## config.mk

```make
export PLATFORM = sky130hd
export DESIGN_NAME = rf_stream_loader
export DESIGN_NICKNAME = d
export VERILOG_FILES = /design/src/rtl/rf_loader_pkg.sv /design/src/rtl/rf_loader_wr_stage.sv /design/src/rtl/rf_stream_loader.sv
export SDC_FILE = /design/constraint.sdc
export NUM_CORES = 1
export LEC_CHECK = 0
export CAP_MARGIN = 20
export CELL_PAD_IN_SITES_DETAIL_PLACEMENT = 0
export CELL_PAD_IN_SITES_GLOBAL_PLACEMENT = 1
export CORE_MARGIN = 1
export CORE_UTILIZATION = 48
export CTS_CLUSTER_SIZE = 14
export DETAILED_ROUTE_END_ITERATION = 7
export DONT_BUFFER_PORTS = 1
export GPL_TIMING_DRIVEN = 0
export PLACE_DENSITY = 0.78
export SLEW_MARGIN = 40
export SYNTH_ARGS = -nofsm -noshare
export SYNTH_HDL_FRONTEND = slang
export SYNTH_HIERARCHICAL = 1
export SYNTH_SLANG_ARGS = --single-unit
```

## constraint.sdc

```tcl
create_clock -name clk -period 1.8 [get_ports clk]
set_input_delay 0.27 -clock clk [delete_from_list [all_inputs] [get_ports clk]]
set_output_delay 0.27 -clock clk [all_outputs]
set_load 0.05 [all_outputs]
```

## src/rtl/rf_loader_pkg.sv

```systemverilog
`default_nettype none
// ============================================================================
// Module   : rf_loader_pkg
// Purpose  : Shared definitions for the register-file stream loader: the FSM
//            state encoding and the default register-file geometry, reused by
//            the register file itself and by benches.
// Ports    : none (package)
// Revision : 1.0 - initial release
// ============================================================================
package rf_loader_pkg;

  localparam int RF_NUM_REGS = 32;
  localparam int RF_DATA_W   = 32;

  typedef enum logic [1:0] {
    IDLE  = 2'd0,
    LOAD  = 2'd1,
    FLUSH = 2'd2
  } state_t;

endpackage
`default_nettype wire

```

## src/rtl/rf_loader_wr_stage.sv

```systemverilog
`default_nettype none
// ============================================================================
// Module   : rf_loader_wr_stage
// Purpose  : Registered write stage of the loader. A transfer strobe in one
//            cycle becomes a single-cycle register-file write in the next.
//            When SKIP_R0 is set, the word destined for address 0 is absorbed
//            without raising the write enable (r0 is hardwired zero).
// Ports    : clk, rstb          - clock, async active-low reset
//            xfer               - stream handshake completed this cycle
//            ptr, data          - destination address and word of the transfer
//            rf_we/rf_waddr/rf_wdata - register-file write port
// Revision : 1.0 - initial release
// ============================================================================
module rf_loader_wr_stage #(
  parameter int AW      = 5,
  parameter int DATA_W  = 32,
  parameter int SKIP_R0 = 1
) (
  input  logic              clk,
  input  logic              rstb,
  input  logic              xfer,
  input  logic [AW-1:0]     ptr,
  input  logic [DATA_W-1:0] data,
  output logic              rf_we,
  output logic [AW-1:0]     rf_waddr,
  output logic [DATA_W-1:0] rf_wdata
);

  logic              w_we_next;
  logic              r_we;
  logic [AW-1:0]     r_waddr;
  logic [DATA_W-1:0] r_wdata;

  generate
    if (SKIP_R0 != 0) begin : g_skip_r0
      assign w_we_next = xfer && (ptr != '0);
    end else begin : g_no_skip
      assign w_we_next = xfer;
    end
  endgenerate

  // Address/data are captured for every transfer, including a skipped r0
  // word; without the enable they are never committed.
  always_ff @(posedge clk or negedge rstb) begin
    if (!rstb) begin
      r_we    <= 1'b0;
      r_waddr <= '0;
      r_wdata <= '0;
    end else begin
      r_we <= w_we_next;
      if (xfer) begin
        r_waddr <= ptr;
        r_wdata <= data;
      end
    end
  end

  assign rf_we    = r_we;
  assign rf_waddr = r_waddr;
  assign rf_wdata = r_wdata;

endmodule
`default_nettype wire

```

## src/rtl/rf_stream_loader.sv

```systemverilog
`default_nettype none
// ============================================================================
// Module   : rf_stream_loader
// Purpose  : Fills the core register file r0..r(NUM_REGS-1) from a valid/ready
//            word stream before execution starts, holding the core halted for
//            the duration of the load.
// Ports    : clk, rstb                 - clock, async active-low reset
//            start, abort              - sequence control (levels)
//            in_valid/in_data/in_ready - input word stream
//            rf_we/rf_waddr/rf_wdata   - register-file load port
//            core_halt, busy           - high while a sequence is active
//            done                      - one-cycle pulse on completion
//            aborted                   - sticky abort flag, cleared by start
//            words_loaded              - words accepted this/last sequence
//            checksum (optional)       - running sum of accepted words
// Config   : define RF_LOADER_CHECKSUM_EN to add the checksum output.
// Revision : 1.0 - initial release
// ============================================================================
module rf_stream_loader
  import rf_loader_pkg::*;
#(
  parameter int NUM_REGS = RF_NUM_REGS,
  parameter int DATA_W   = RF_DATA_W,
  parameter int SKIP_R0  = 1
) (
  input  logic                        clk,
  input  logic                        rstb,
  input  logic                        start,
  input  logic                        abort,
  input  logic                        in_valid,
  input  logic [DATA_W-1:0]           in_data,
  output logic                        in_ready,
  output logic                        rf_we,
  output logic [$clog2(NUM_REGS)-1:0] rf_waddr,
  output logic [DATA_W-1:0]           rf_wdata,
  output logic                        core_halt,
  output logic                        busy,
  output logic                        done,
  output logic                        aborted,
  output logic [$clog2(NUM_REGS):0]   words_loaded
`ifdef RF_LOADER_CHECKSUM_EN
  ,
  output logic [DATA_W-1:0]           checksum
`endif
);

  localparam int              AW          = $clog2(NUM_REGS);
  localparam logic [AW-1:0]   c_last_ptr  = AW'(NUM_REGS - 1);
  localparam logic [AW:0]     c_words_max = (AW+1)'(NUM_REGS);

  state_t        r_state;
  state_t        w_state_next;
  logic [AW-1:0] r_ptr;
  logic [AW:0]   r_words;
  logic          r_done;
  logic          r_aborted;
  logic          w_in_ready;
  logic          w_xfer;
  logic          w_seq_start;

  // Abort blocks the handshake in the same cycle, so no word is consumed on
  // the cycle the sequence is torn down.
  always_comb begin
    w_in_ready   = (r_state == LOAD) && !abort;
    w_xfer       = in_valid && w_in_ready;
    w_seq_start  = (r_state == IDLE) && start;
    w_state_next = r_state;
    case (r_state)
      IDLE:    if (start) w_state_next = LOAD;
      LOAD: begin
        if (abort)                              w_state_next = IDLE;
        else if (w_xfer && r_ptr == c_last_ptr) w_state_next = FLUSH;
      end
      FLUSH:   w_state_next = IDLE;
      default: w_state_next = IDLE;
    endcase
  end

  always_ff @(posedge clk or negedge rstb) begin
    if (!rstb) begin
      r_state   <= IDLE;
      r_ptr     <= '0;
      r_words   <= '0;
      r_done    <= 1'b0;
      r_aborted <= 1'b0;
    end else begin
      r_state <= w_state_next;
      // FLUSH always returns to IDLE, so leaving it is the completion event.
      r_done  <= (r_state == FLUSH);
      if (w_seq_start) begin
        r_ptr     <= '0;
        r_words   <= '0;
        r_aborted <= 1'b0;
      end else begin
        if (w_xfer) begin
          r_ptr <= r_ptr + AW'(1);
          if (r_words != c_words_max) r_words <= r_words + (AW+1)'(1);
        end
        if ((r_state == LOAD) && abort) r_aborted <= 1'b1;
      end
    end
  end

`ifdef RF_LOADER_CHECKSUM_EN
  logic [DATA_W-1:0] r_checksum;

  // Every accepted word is summed, including the r0 word that is not written.
  always_ff @(posedge clk or negedge rstb) begin
    if (!rstb) begin
      r_checksum <= '0;
    end else if (w_seq_start) begin
      r_checksum <= '0;
    end else if (w_xfer) begin
      r_checksum <= r_checksum + in_data;
    end
  end

  assign checksum = r_checksum;
`endif

  rf_loader_wr_stage #(
    .AW      (AW),
    .DATA_W  (DATA_W),
    .SKIP_R0 (SKIP_R0)
  ) u_wr_stage (
    .clk      (clk),
    .rstb     (rstb),
    .xfer     (w_xfer),
    .ptr      (r_ptr),
    .data     (in_data),
    .rf_we    (rf_we),
    .rf_waddr (rf_waddr),
    .rf_wdata (rf_wdata)
  );

  assign in_ready     = w_in_ready;
  assign busy         = (r_state != IDLE);
  assign core_halt    = (r_state != IDLE);
  assign done         = r_done;
  assign aborted      = r_aborted;
  assign words_loaded = r_words;

endmodule
`default_nettype wire

```

==> impl_metrics.yaml <==
timing:
  setup_viol: 0
  min_period_over_period_pct: 94.8
  worstMarginPinSlew_ns: 0.616
  fin_skew_ns: 0.00381
  finalHoldViolCount: 0
  fin_crit_ns: 1.71
  final_max_slew_viol_count: 0
  max_freq_ghz: 0.586
  rsz0062_at_grt: "false"
  slew-limit-headroom_pct: 58.9
clock_network:
  h-tree-depth: 2
  numClockSinks: 53
  cts_root_buffer: "clkbuf_8"
  clk_pin_slew_worst_paths_ns: 0.09
  cts_buffer_depth: 2
  cts_tree: "yes"
  cts_buffers: 5
  clkLatencyLatePin_ns: 0.29
drt:
  wl_per_cell_um: 17.4
  firstDrtPassIters: 4
  first_iter_violations: 70
  dr_total_vias: 1235
  drc_errors: 0
  antenna_left: 0
  routed_wl_um: 3820
  viasPerCell: 5.64
floorplan:
  io_pins: 86
  coreArea_um2: 4350
  die_w_um: 69.2
  die_h_um: 69.2
  fp.dieArea_um2: 4790
  num_rows: 24
  initial_core_util_pct: 49.8
global_route:
  grt-ovfl-total: 0
  grt_max_degree: 54
  antenna_found_initial: 0
  gr-usage-all-layers_pct: 17.0
  grt_pass1_wl_um: 6520
  grt_pass1_vias: 1397
power_and_ir_drop:
  pwr_density_cell_nw_per_um2: 1490
  power.leakage_nw: 1.09
  vdd_ir_drop_max_v: 0.000745
  power.total_mw: 3.60
critical_path:
  path_class: "register to register"
  reg2reg_to: "u_wr_stage/rf_wdata[21]"
  rrSetupSlack_ns: 0.09
  startpoint_type: "register"
  crit_path_end_kind: "register"
  ff2ff_path_depth: 6
  cp.arrival_ns: 1.89
  crit_fanout: 10
  cp_data_required_time_ns: 1.98
  rr_startpoint: "r_state[1]"
finish:
  nets: 207
  syn2layout_area_growth_pct: 11.2
  final_cells: 219
  antenna_cells: 0
  final_layout_size_suffix_gt1_share_pct: 37.7
synthesis:
  synth-seq-cells: 53
  netlist_instances: 155
  netlist_area_um2: 2170
  synth_nets: 196
  yosysUniqueCellTypes: 30
  seq_area_frac_synth_pct: 61.1
  avgSynthCellArea_um2: 14.0
  ys_warn_count: 6
place:
  dpl.hpwl_um: 2740
  dpl.cell_count: 207
  io_buffer_count: 0
  gp_congestion: 0.694
min_path:
  min_path_cells: 1
  hp-class: "primary input to register"
  min_to: "u_wr_stage/rf_wdata[16]"
  worstHoldStart: "in_data[16]"
outcome:
  status: "completed"
flow_run:
  cap_violations: 0
==> placed cells by master, fill, tap and decap left out, types with 2 or more instances in the layout <==
cell type,count
clkbuf_8,7
buf_6,3
mux2i_1,3
ha_1,4
a21oi_1,6
or4_1,2
or3_1,3
mux2_2,38
buf_4,3
inv_1,4
o21ai_0,3
a31o_2,2
nand3_1,2
a22o_1,2
dfrtp_1,52
nand2_1,8
nor2_1,5
buf_2,2
==> synthesized netlist by cell type <==
library cell   n  area, um2
dfrtp_1       53       1330
a21boi_0       1       7.51
nand4bb_1      1       11.3
o21a_1         1       7.51
or4_1          2       15.0
a21oi_1        6       30.0
buf_2          2       10.0
nand2b_1       1       6.26
buf_4          2       15.0
nor3_1         1       5.00
nand2_1        8       30.0
or3_1          3       18.8
or3b_2         1       8.76
and3_1         1       6.26
nor3b_1        2       15.0
inv_2          1       3.75
xnor2_1        1       8.76
mux2_2        38        428
mux2i_1        3       30.0
buf_6          2       22.5
nor2_1         5       18.8
nand4_1        1       6.26
nand3_1        2       10.0
or2_2          1       6.26
inv_1          4       15.0
o31ai_1        1       7.51
ha_1           4       50.1
a22o_1         2       17.5
o21ai_0        3       15.0
a31o_2         2       17.5
==> registers in the layout (all words and copies together) (netlist names) <==
name	flops
r_state	2
u_wr_stage/rf_we	1
done	1
u_wr_stage/rf_waddr	5
u_wr_stage/rf_wdata	32
r_ptr	5
aborted	1
words_loaded	6
==> critical path, stage by stage, from the launching register on <==
cell	delay (ns)
dfrtp_2	0.44
nand4bb_1	0.17
buf_2	0.19
inv_4	0.12
buf_6	0.16
buf_6	0.16
mux2_2	0.34
==> power by group <==
group / internal, mW / switching, mW / total (mW)
combinational: 0.245 / 0.183 / 0.428
sequential: 1.43 / 1.06 / 2.48
clock: 0.348 / 0.346 / 0.693
total: 2.02 / 1.58 / 3.60
==> how the worst max path moves through the flow <==
stage / start / end / slack [ns] / cells past startpoint
after CTS: r_state[1] / u_wr_stage/rf_wdata[29] / 0.004 / 6
after floorplan: r_state[1] / u_wr_stage/rf_wdata[14] / 0.19 / 6
final: r_state[1] / u_wr_stage/rf_wdata[21] / 0.09 / 6
after global routing: r_state[1] / u_wr_stage/rf_wdata[23] / 0.007 / 6
after global placement: r_state[1] / u_wr_stage/rf_wdata[24] / 0.02 / 6
after detailed placement: r_state[1] / u_wr_stage/rf_wdata[29] / -0.05 / 6
==> logic make-up (layout without fill, tap and decap cells) <==
family,after synthesis,count (layout),synth area share [%]
AND/OR/NAND/NOR,29,29,7.27
adder cells (fa/ha/maj),4,4,2.31
XOR/XNOR,1,1,0.404
buffers and inverters,11,23,3.06
flip-flops,53,53,61.1
multiplexers,41,41,21.1
AO/OA/AOI/OAI,16,16,4.73
==> through the flow <==
step | hold WS (ns) | instance area [um2] | setup slack [ns] | utilization [%] | setup TNS, ns
CTS | 0.111 | 2390 | 0.00413 | 54.9 | 0
global placement | -0.0246 | 2240 | 0.0226 | 51.4 | 0
global route | 0.103 | 2410 | 0.00715 | 55.4 | 0
floorplan | -0.0256 | 2170 | 0.191 | - | 0
detailed placement | -0.0247 | 2250 | -0.0546 | 51.6 | -0.881
finish | 0.123 | 2410 | 0.0942 | 55.4 | 0
==> per-layer routing <==
layer | global-route usage, % | up-vias | wire length [um]
met3 | 5.38 | 4 | 227
li1 | - | 571 | -
met4 | 6.12 | 0 | 34
met1 | 20.0 | 615 | 1540
met2 | 29.1 | 45 | 2010
met5 | 0 | - | 0
==> area by class of cell <==
cell class              count  area [um2]
well taps                  52        65.1
clock inverters             1        5.00
clock buffers               7        96.3
flip-flops and latches     53        1330
inverters                   5        21.3
fillers                   369        1940
repair buffers              4        52.6
plain buffers               6        51.3
multi-input cells          91         793
==> repair_timing <==
action | CTS | global route
gates resized for setup | 2 | 1
hold endpoints to repair | 53 | 0
buffers inserted | 0 | 2
endpoints found under the setup margin | 19 | 29
hold buffers | 2 | 0
(Power assumes the default switching activity.)
